--- config.mk ---
export PLATFORM = sky130hd
export DESIGN_NAME = prco_decoder
export DESIGN_NICKNAME = d
export VERILOG_FILES = /design/src/rtl/prco_decoder.sv
export SDC_FILE = /design/constraint.sdc
export NUM_CORES = 1
export LEC_CHECK = 0
export BUFFER_PORTS_ARGS = -buffer_cell sky130_fd_sc_hd__buf_2
export CAP_MARGIN = 20
export CORE_MARGIN = 2
export CORE_UTILIZATION = 45
export DETAILED_ROUTE_END_ITERATION = 10
export GPL_ROUTABILITY_DRIVEN = 0
export PLACE_DENSITY = 0.78
export SYNTH_ARGS = -nofsm -noshare
export SYNTH_HDL_FRONTEND = slang
export SYNTH_SLANG_ARGS = --single-unit
--- constraint.sdc ---
create_clock -name i_clk -period 2.8 [get_ports i_clk]
set_input_delay 0.28 -clock i_clk [delete_from_list [all_inputs] [get_ports i_clk]]
set_output_delay 0.28 -clock i_clk [all_outputs]
set_load 0.005 [all_outputs]
--- src/rtl/prco_decoder.sv ---
// PRCO instruction decode and writeback sequencer: accepts one instruction from fetch,
// strobes the register-set read selects, waits for ALU/RAM and issues the register write.
module prco_decoder #(
  parameter int unsigned TIMEOUT = 255
) (
  input  logic        i_clk,
  input  logic        i_reset,
  input  logic        i_ce,
  input  logic [15:0] i_instr,
  output logic [2:0]  q_sela,
  output logic [2:0]  q_selb,
  output logic        q_ce_dec,
  output logic [4:0]  q_opcode,
  output logic [7:0]  q_imm8,
  input  logic        i_alu_valid,
  input  logic [15:0] i_alu_result,
  input  logic        i_ram_valid,
  input  logic [15:0] i_ram_data,
  output logic        q_we,
  output logic [2:0]  q_seld,
  output logic [15:0] q_datd,
  output logic        q_busy,
  output logic        q_done,
  output logic        q_err
);

  localparam logic [4:0] OP_NOP  = 5'h00;
  localparam logic [4:0] OP_MOVI = 5'h01;
  localparam logic [4:0] OP_ADD  = 5'h02;
  localparam logic [4:0] OP_SUB  = 5'h03;
  localparam logic [4:0] OP_CMP  = 5'h04;
  localparam logic [4:0] OP_LDW  = 5'h05;
  localparam logic [4:0] OP_STW  = 5'h06;

  // Counter value seen on the last WAIT cycle that may still accept a result.
  localparam logic [7:0] CNT_LAST = 8'(TIMEOUT - 1);

  typedef enum logic [1:0] {
    S_IDLE,
    S_DECODE,
    S_WAIT,
    S_WB
  } state_e;

  state_e      state_q, state_d;
  logic [15:0] instr_q, instr_d;
  logic [7:0]  cnt_q, cnt_d;
  logic [2:0]  sela_q, sela_d;
  logic [2:0]  selb_q, selb_d;
  logic        ce_dec_q, ce_dec_d;
  logic [4:0]  opcode_q, opcode_d;
  logic [7:0]  imm8_q, imm8_d;
  logic        we_q, we_d;
  logic [2:0]  seld_q, seld_d;
  logic [15:0] datd_q, datd_d;
  logic        busy_q, busy_d;
  logic        done_q, done_d;
  logic        err_q, err_d;

  logic [4:0] in_op;
  logic [4:0] cur_op;
  logic [2:0] cur_rd;
  logic       in_illegal;
  logic       cur_alu_op;
  logic       cur_writes;
  logic       result_valid;
  logic [15:0] result_data;

  assign in_op      = i_instr[15:11];
  assign in_illegal = (in_op > OP_STW);
  assign cur_op     = instr_q[15:11];
  assign cur_rd     = instr_q[10:8];
  assign cur_alu_op = (cur_op == OP_ADD) || (cur_op == OP_SUB) || (cur_op == OP_CMP);
  assign cur_writes = (cur_op == OP_ADD) || (cur_op == OP_SUB) || (cur_op == OP_LDW);

  // Only the unit that owns the current opcode may complete it; the other valid is ignored.
  assign result_valid = cur_alu_op ? i_alu_valid  : i_ram_valid;
  assign result_data  = cur_alu_op ? i_alu_result : i_ram_data;

  always_comb begin
    state_d  = state_q;
    instr_d  = instr_q;
    cnt_d    = cnt_q;
    sela_d   = sela_q;
    selb_d   = selb_q;
    opcode_d = opcode_q;
    imm8_d   = imm8_q;
    seld_d   = seld_q;
    datd_d   = datd_q;
    ce_dec_d = 1'b0;
    we_d     = 1'b0;
    done_d   = 1'b0;
    err_d    = 1'b0;

    case (state_q)
      S_IDLE: begin
        if (i_ce) begin
          // Outputs are registered, so the decode strobe and the NOP/illegal completion
          // are set up here to appear during the DECODE cycle itself.
          instr_d  = i_instr;
          state_d  = S_DECODE;
          ce_dec_d = 1'b1;
          sela_d   = i_instr[7:5];
          selb_d   = i_instr[4:2];
          opcode_d = in_op;
          imm8_d   = i_instr[7:0];
          if ((in_op == OP_NOP) || in_illegal) begin
            done_d = 1'b1;
            err_d  = in_illegal;
          end
        end
      end

      S_DECODE: begin
        case (cur_op)
          OP_MOVI: begin
            state_d = S_WB;
            we_d    = 1'b1;
            done_d  = 1'b1;
            seld_d  = cur_rd;
            datd_d  = {8'h00, instr_q[7:0]};
          end
          OP_ADD, OP_SUB, OP_CMP, OP_LDW, OP_STW: begin
            state_d = S_WAIT;
            cnt_d   = 8'd0;
          end
          default: state_d = S_IDLE;
        endcase
      end

      S_WAIT: begin
        if (result_valid) begin
          done_d = 1'b1;
          if (cur_writes) begin
            state_d = S_WB;
            we_d    = 1'b1;
            seld_d  = cur_rd;
            datd_d  = result_data;
          end else begin
            state_d = S_IDLE;
          end
        end else if (cnt_q == CNT_LAST) begin
          state_d = S_IDLE;
          done_d  = 1'b1;
          err_d   = 1'b1;
        end else begin
          cnt_d = cnt_q + 8'd1;
        end
      end

      S_WB: state_d = S_IDLE;

      default: state_d = S_IDLE;
    endcase

    busy_d = (state_d != S_IDLE);
  end

  always_ff @(posedge i_clk or posedge i_reset) begin
    if (i_reset) begin
      state_q  <= S_IDLE;
      instr_q  <= 16'h0000;
      cnt_q    <= 8'd0;
      sela_q   <= 3'd0;
      selb_q   <= 3'd0;
      ce_dec_q <= 1'b0;
      opcode_q <= 5'd0;
      imm8_q   <= 8'd0;
      we_q     <= 1'b0;
      seld_q   <= 3'd0;
      datd_q   <= 16'h0000;
      busy_q   <= 1'b0;
      done_q   <= 1'b0;
      err_q    <= 1'b0;
    end else begin
      state_q  <= state_d;
      instr_q  <= instr_d;
      cnt_q    <= cnt_d;
      sela_q   <= sela_d;
      selb_q   <= selb_d;
      ce_dec_q <= ce_dec_d;
      opcode_q <= opcode_d;
      imm8_q   <= imm8_d;
      we_q     <= we_d;
      seld_q   <= seld_d;
      datd_q   <= datd_d;
      busy_q   <= busy_d;
      done_q   <= done_d;
      err_q    <= err_d;
    end
  end

  assign q_sela   = sela_q;
  assign q_selb   = selb_q;
  assign q_ce_dec = ce_dec_q;
  assign q_opcode = opcode_q;
  assign q_imm8   = imm8_q;
  assign q_we     = we_q;
  assign q_seld   = seld_q;
  assign q_datd   = datd_q;
  assign q_busy   = busy_q;
  assign q_done   = done_q;
  assign q_err    = err_q;

endmodule
# Word level (Yosys, flattened, before mapping)
# Index checks and enable logic that the tools add are counted.
# Widths: inputs -> output; s select.
# totals
ff_bits	69
inputBits	53
out_inout_bits	43
word_cells	79
# op_classes
add_sub_neg	1
magnitude_cmp	1
n_eq_ne	16
mux	35
n_reduce_logical	12
# ops
cell	n
$mux 16	4
$pmux 16 s2	1
$mux 8	3
$pmux 8 s2	1
$eq 5x3->1 const B	3
$mux 1	13
$ne 2x2->1 const B	6
$eq 5x2->1 const B	2
$mux 3	3
$add 8x1->8 const B	1
$eq 8x8->1 const B	1
$mux 2	4
$pmux 2 s4	1
$reduce_and 4->1	2
$pmux 3 s2	1
$eq 5x1->1 const B	1
$gt 5x3->1 const B	1
$logic_not 5->1	1
$reduce_or 5->1	1
$eq 2x2->1 const B	2
$logic_or 1x1->1	4
$pmux 1 s2	2
$pmux 2 s2	1
$reduce_bool 2->1	2
4 further kinds	4

# Longest topological paths before layout
# logic_depth
ltp_word	7
mapped_depth	9
ltp_nobuf	7

# Worst setup path after synthesis
# No wires, ideal clock.
# synth_path
path_kind	reg2reg
startpoint	register state_q[0]
endpoint	register datd_q[2], in the netlist q_datd[2]
setup_time_ns	0.118
arrival_time_ns	1.970
required_time_ns	2.682
path_slack_ns	0.712
stages_incl_launch_ff	9
path_buffers	2
synth_period_minus_slack_ns	2.088
path_cell_list	dfrtp_1 inv_1 ha_1 clkbuf_1 inv_1 o22ai_1 clkbuf_1 a211oi_1 a21o_1
# synth_between
elab_chain_cells	3
word_cells_on_any_way	8
classes_between	5 x eq/ne; 1 x mux; 2 x reduce/logical
# synth_rtl
element	line_no	text
from (decl)	45	state_e state_q, state_d;
from (signal assigned)	176	state_q <= state_d;
$eq 2x1->1 / $eq 2x2->1 (equally long branches)	95	case (state_q)
$ne 2x2->1 (no source line) / $reduce_bool 2->1 (equally long branches)	n/a	
$reduce_and 4->1 (no source line)	n/a	
to (signal assigned)	186	datd_q <= datd_d;
to (decl)	55	logic [15:0] datd_q, datd_d;
# Parallel ways exist; a longest one is shown, timed or not.
# A chain may end at the register's enable or synchronous reset.

# Worst setup path in the final report
# layout_path
startpoint	register state_q[1]
endpoint	register cnt_q[3]
# layout_between
elab_chain_cells	3
word_cells_on_any_way	8
classes_between	5 x eq/ne; 1 x mux; 2 x reduce/logical
# layout_rtl
element	line_no	text
$eq 2x1->1 / $eq 2x2->1 (equally long branches)	95	
$ne 2x2->1 (no source line) / $reduce_bool 2->1 (equally long branches)	n/a	
$reduce_and 4->1 (no source line)	n/a	
to (signal assigned)	178	cnt_q <= cnt_d;
to (decl)	47	logic [7:0] cnt_q, cnt_d;
# Parallel ways exist; a longest one is shown, timed or not.

==> qor.yml <==
status:
  status: "finished, final reports clean"
worst_setup_path:
  arrival_ns: 2.57
  crit_chain: "inv_1 > ha_1 > o21ai_0 > o32ai_2 > nand3_1 > or4_1 > a21oi_1"
  cp-end-kind: "flop"
  cp-start-kind: "flop"
  reg2reg_depth: 7
  cp_max_fo: 6
  crit_slowest_cell: "or4_1"
  crit_required_ns: 3.02
  slowest_delay_ns: 0.44
  critPathKind: "flop to flop"
yosys:
  synthArstFlopShare: 1.00
  ys_seq_area_frac: 0.464
  synth_edf_count: 0
  synth_compound_area_frac: 0.165
  yosys.area_share.xor_xnor: 0
  synthesis.area_mm2: 0.00270
  synth_cells: 250
  synth.net_count: 309
  synthMuxAreaShare: 0.139
  synthFlopType: "dfrtp_1"
  synthAdderAreaFrac: 0.0278
  yosys_warnings: 0
  syn_area_per_cell_um2: 10.8
  synthSimpleGateAreaFrac: 0.114
  synth_top_family_by_area: "compound AO/OA/AOI/OAI gates"
  synth_cell_type_count: 47
  ys_seq_elements: 50
worst_hold_path:
  holdCritPathClass: "primary input to flop"
  holdPathStages: 2
floorplan:
  die_h_um: 81.4
  row_count: 28
  initial_core_util: 0.461
  dieArea_mm2: 0.00663
  fp.dieW_um: 81.4
  core_mm2: 0.00585
  ios: 96
layout:
  n_fill_cell: 536
  seqCellArea_mm2: 0.00125
  nNetsFinal: 387
  design_area_mm2: 0.00324
  diodes: 0
  area_delta_synth_final_pct: 20.2
  drive_above_1_share: 0.410
  multiInputGateArea_mm2: 0.00121
pwr:
  power_frac_comb: 0.457
  power.density_mw_per_mm2: 1000
  p_leak_nw: 1.70
  p_int_mw: 2.00
  peakVddDrop_mv: 0.458
  power_frac_seq: 0.406
  swShare: 0.385
  p_clk_frac: 0.136
  p_sw_mw: 1.25
grt:
  grt_max_degree: 51
  antenna_found_initial: 0
  track_usage: 0.186
  grt.overflow.total: 0
  grt_pass1_wl_um: 9620
  grt_pass1_vias: 2096
routing:
  finalWirelength_um: 5970
  drt-vias-per-instance: 5.38
  vias: 2172
  drcViolationCount: 0
  ant_nets: 0
  dr.pass1.iters: 4
  wl_per_cell_um: 14.8
  drtIter0Drc: 119
clock_network:
  cts_tree: "done"
  cts.clk_slew.worst_paths_ns: 0.09
  h-tree-depth: 2
  root_buffer: "clkbuf_8"
  post-cts-setup-buffers: 0
  clock_sinks: 50
  cts_made_buffers: 5
  cts_resized: 0
  insertion_delay_ns: 0.30
  cts_buffer_depth: 2
sta:
  slew_viol_final: 0
  fmaxAchievable_ghz: 0.426
  slew_headroom: 0.694
  finalSetupTns_ns: 0
  tightestPinTransition_ns: 0.458
  hold_violations: 0
  min_period_over_period: 0.837
  min_period_ns: 2.34
  rsz0062_at_grt: "false"
  finClkSkew_ns: 0.00970
  setup_violations: 0
placed_design:
  dp_hpwl_um: 4440
  dpl_cell_area_mm2: 0.00311
  place.port_buffers: 95
run:
  drv_cap: 0
[cells in the final DEF, fill, tap and decap left out, types with 2 or more instances in the layout]
master	count
o21ai_0	8
mux2i_1	16
a21o_1	8
nand2b_1	2
and2_1	3
a21oi_1	8
o31ai_1	12
nand2_1	13
nand3b_1	2
buf_2	95
mux2_2	19
or4_1	3
clkinv_4	2
nor3_1	2
and3_1	3
a211oi_1	9
a32o_1	2
nor2b_1	3
nand3_1	3
or3_1	3
ha_1	6
inv_1	8
dfrtp_1	50
clkbuf_8	6
buf_4	6
nor2_1	13
[per-layer routing]
| metal | part of all wire | up-vias | track usage |
|---|---|---|---|
| met5 | 0 | - | 0 |
| met3 | 0.063 | 9 | 0.0444 |
| met4 | 0.015 | 0 | 0.0644 |
| li1 | - | 1047 | - |
| met2 | 0.51 | 79 | 0.311 |
| met1 | 0.41 | 1037 | 0.235 |
[area by class of cell]
cell class | instances | share of cell area
clock buffers | 6 | 0.0255
inverters | 9 | 0.0104
well taps | 75 | 0.0289
repair buffers | 103 | 0.170
clock inverters | 2 | 0.00540
flip-flops and latches | 50 | 0.386
multi-input cells | 159 | 0.374
[per-stage QoR]
stage	total power, mW	utilization	worst slack, ns	cells	hold WS (ns)
floorplan	2.44	-	0.712	250	0.397
global placement	2.76	0.532	0.575	394	0.455
detailed placement	2.83	0.532	0.473	394	0.461
CTS	3.28	0.549	0.467	402	0.193
global route	3.53	0.554	0.263	404	0.189
finish	3.25	0.554	0.455	404	0.205
[kinds of logic (layout without fill, tap and decap cells)]
group | count (synthesis) | in the layout
flip-flops | 50 | 50
adder cells (fa/ha/maj) | 6 | 6
multiplexers | 35 | 35
AND/OR/NAND/NOR | 57 | 57
AO/OA/AOI/OAI | 61 | 61
buffers and inverters | 41 | 120
[what timing repair did]
| action | CTS | global route |
|---|---|---|
| endpoints found under the setup margin | 0 | 0 |
| endpoints found under the hold margin | 0 | 5 |
| hold buffers | 0 | 1 |
[worst max-delay path, delay by kind of cell (launching register included)]
family	cells	cell delay (ns)
AO/OA/AOI/OAI	3	0.77
AND/OR/NAND/NOR	2	0.68
buffers and inverters	1	0.13
flip-flops	1	0.43
adder cells (fa/ha/maj)	1	0.25
[cells in the mapped netlist, types with 6 or more instances]
master / n / area (um^2)
nand2_1: 13 / 48.8
mux2_2: 19 / 214
buf_4: 19 / 143
dfrtp_1: 50 / 1250
inv_1: 9 / 33.8
o21ai_0: 8 / 40.0
nor2_1: 13 / 48.8
a21oi_1: 8 / 40.0
a21o_1: 8 / 60.1
mux2i_1: 16 / 160
o31ai_1: 12 / 90.1
a211oi_1: 9 / 67.6
ha_1: 6 / 75.1
clkbuf_1: 9 / 33.8
[flip-flops by register name, summed over array words and instances, names as in the netlist]
name	count
q_done	1
q_err	1
cnt_q	8
q_ce_dec	1
instr_q	16
state_q	2
q_datd	16
q_busy	1
q_we	1
q_seld	3
[worst paths after layout]
path / from / endpoint / slack (ns)
max: state_q[1] / cnt_q[3] / 0.46
min: i_instr[5] / instr_q[5] / 0.21
max reg2reg: state_q[1] / cnt_q[3] / 0.46
min reg2reg: q_datd[5] / q_datd[5] / 0.48
max in group asynchronous: i_reset / cnt_q[4] / 1.94
min in group asynchronous: i_reset / q_busy / 0.40
[power by group through the flow]
stage | clock network, mW | logic, mW | registers, mW
4_1_cts | 0.458 | 1.50 | 1.32
6_report | 0.442 | 1.49 | 1.32
3_5_place_dp | 0 | 1.50 | 1.33
3_3_place_gp | 0 | 1.45 | 1.31
2_1_floorplan | 0 | 1.16 | 1.28
5_1_grt | 0.497 | 1.66 | 1.38
No activity file was read; power rests on OpenSTA's default activity.
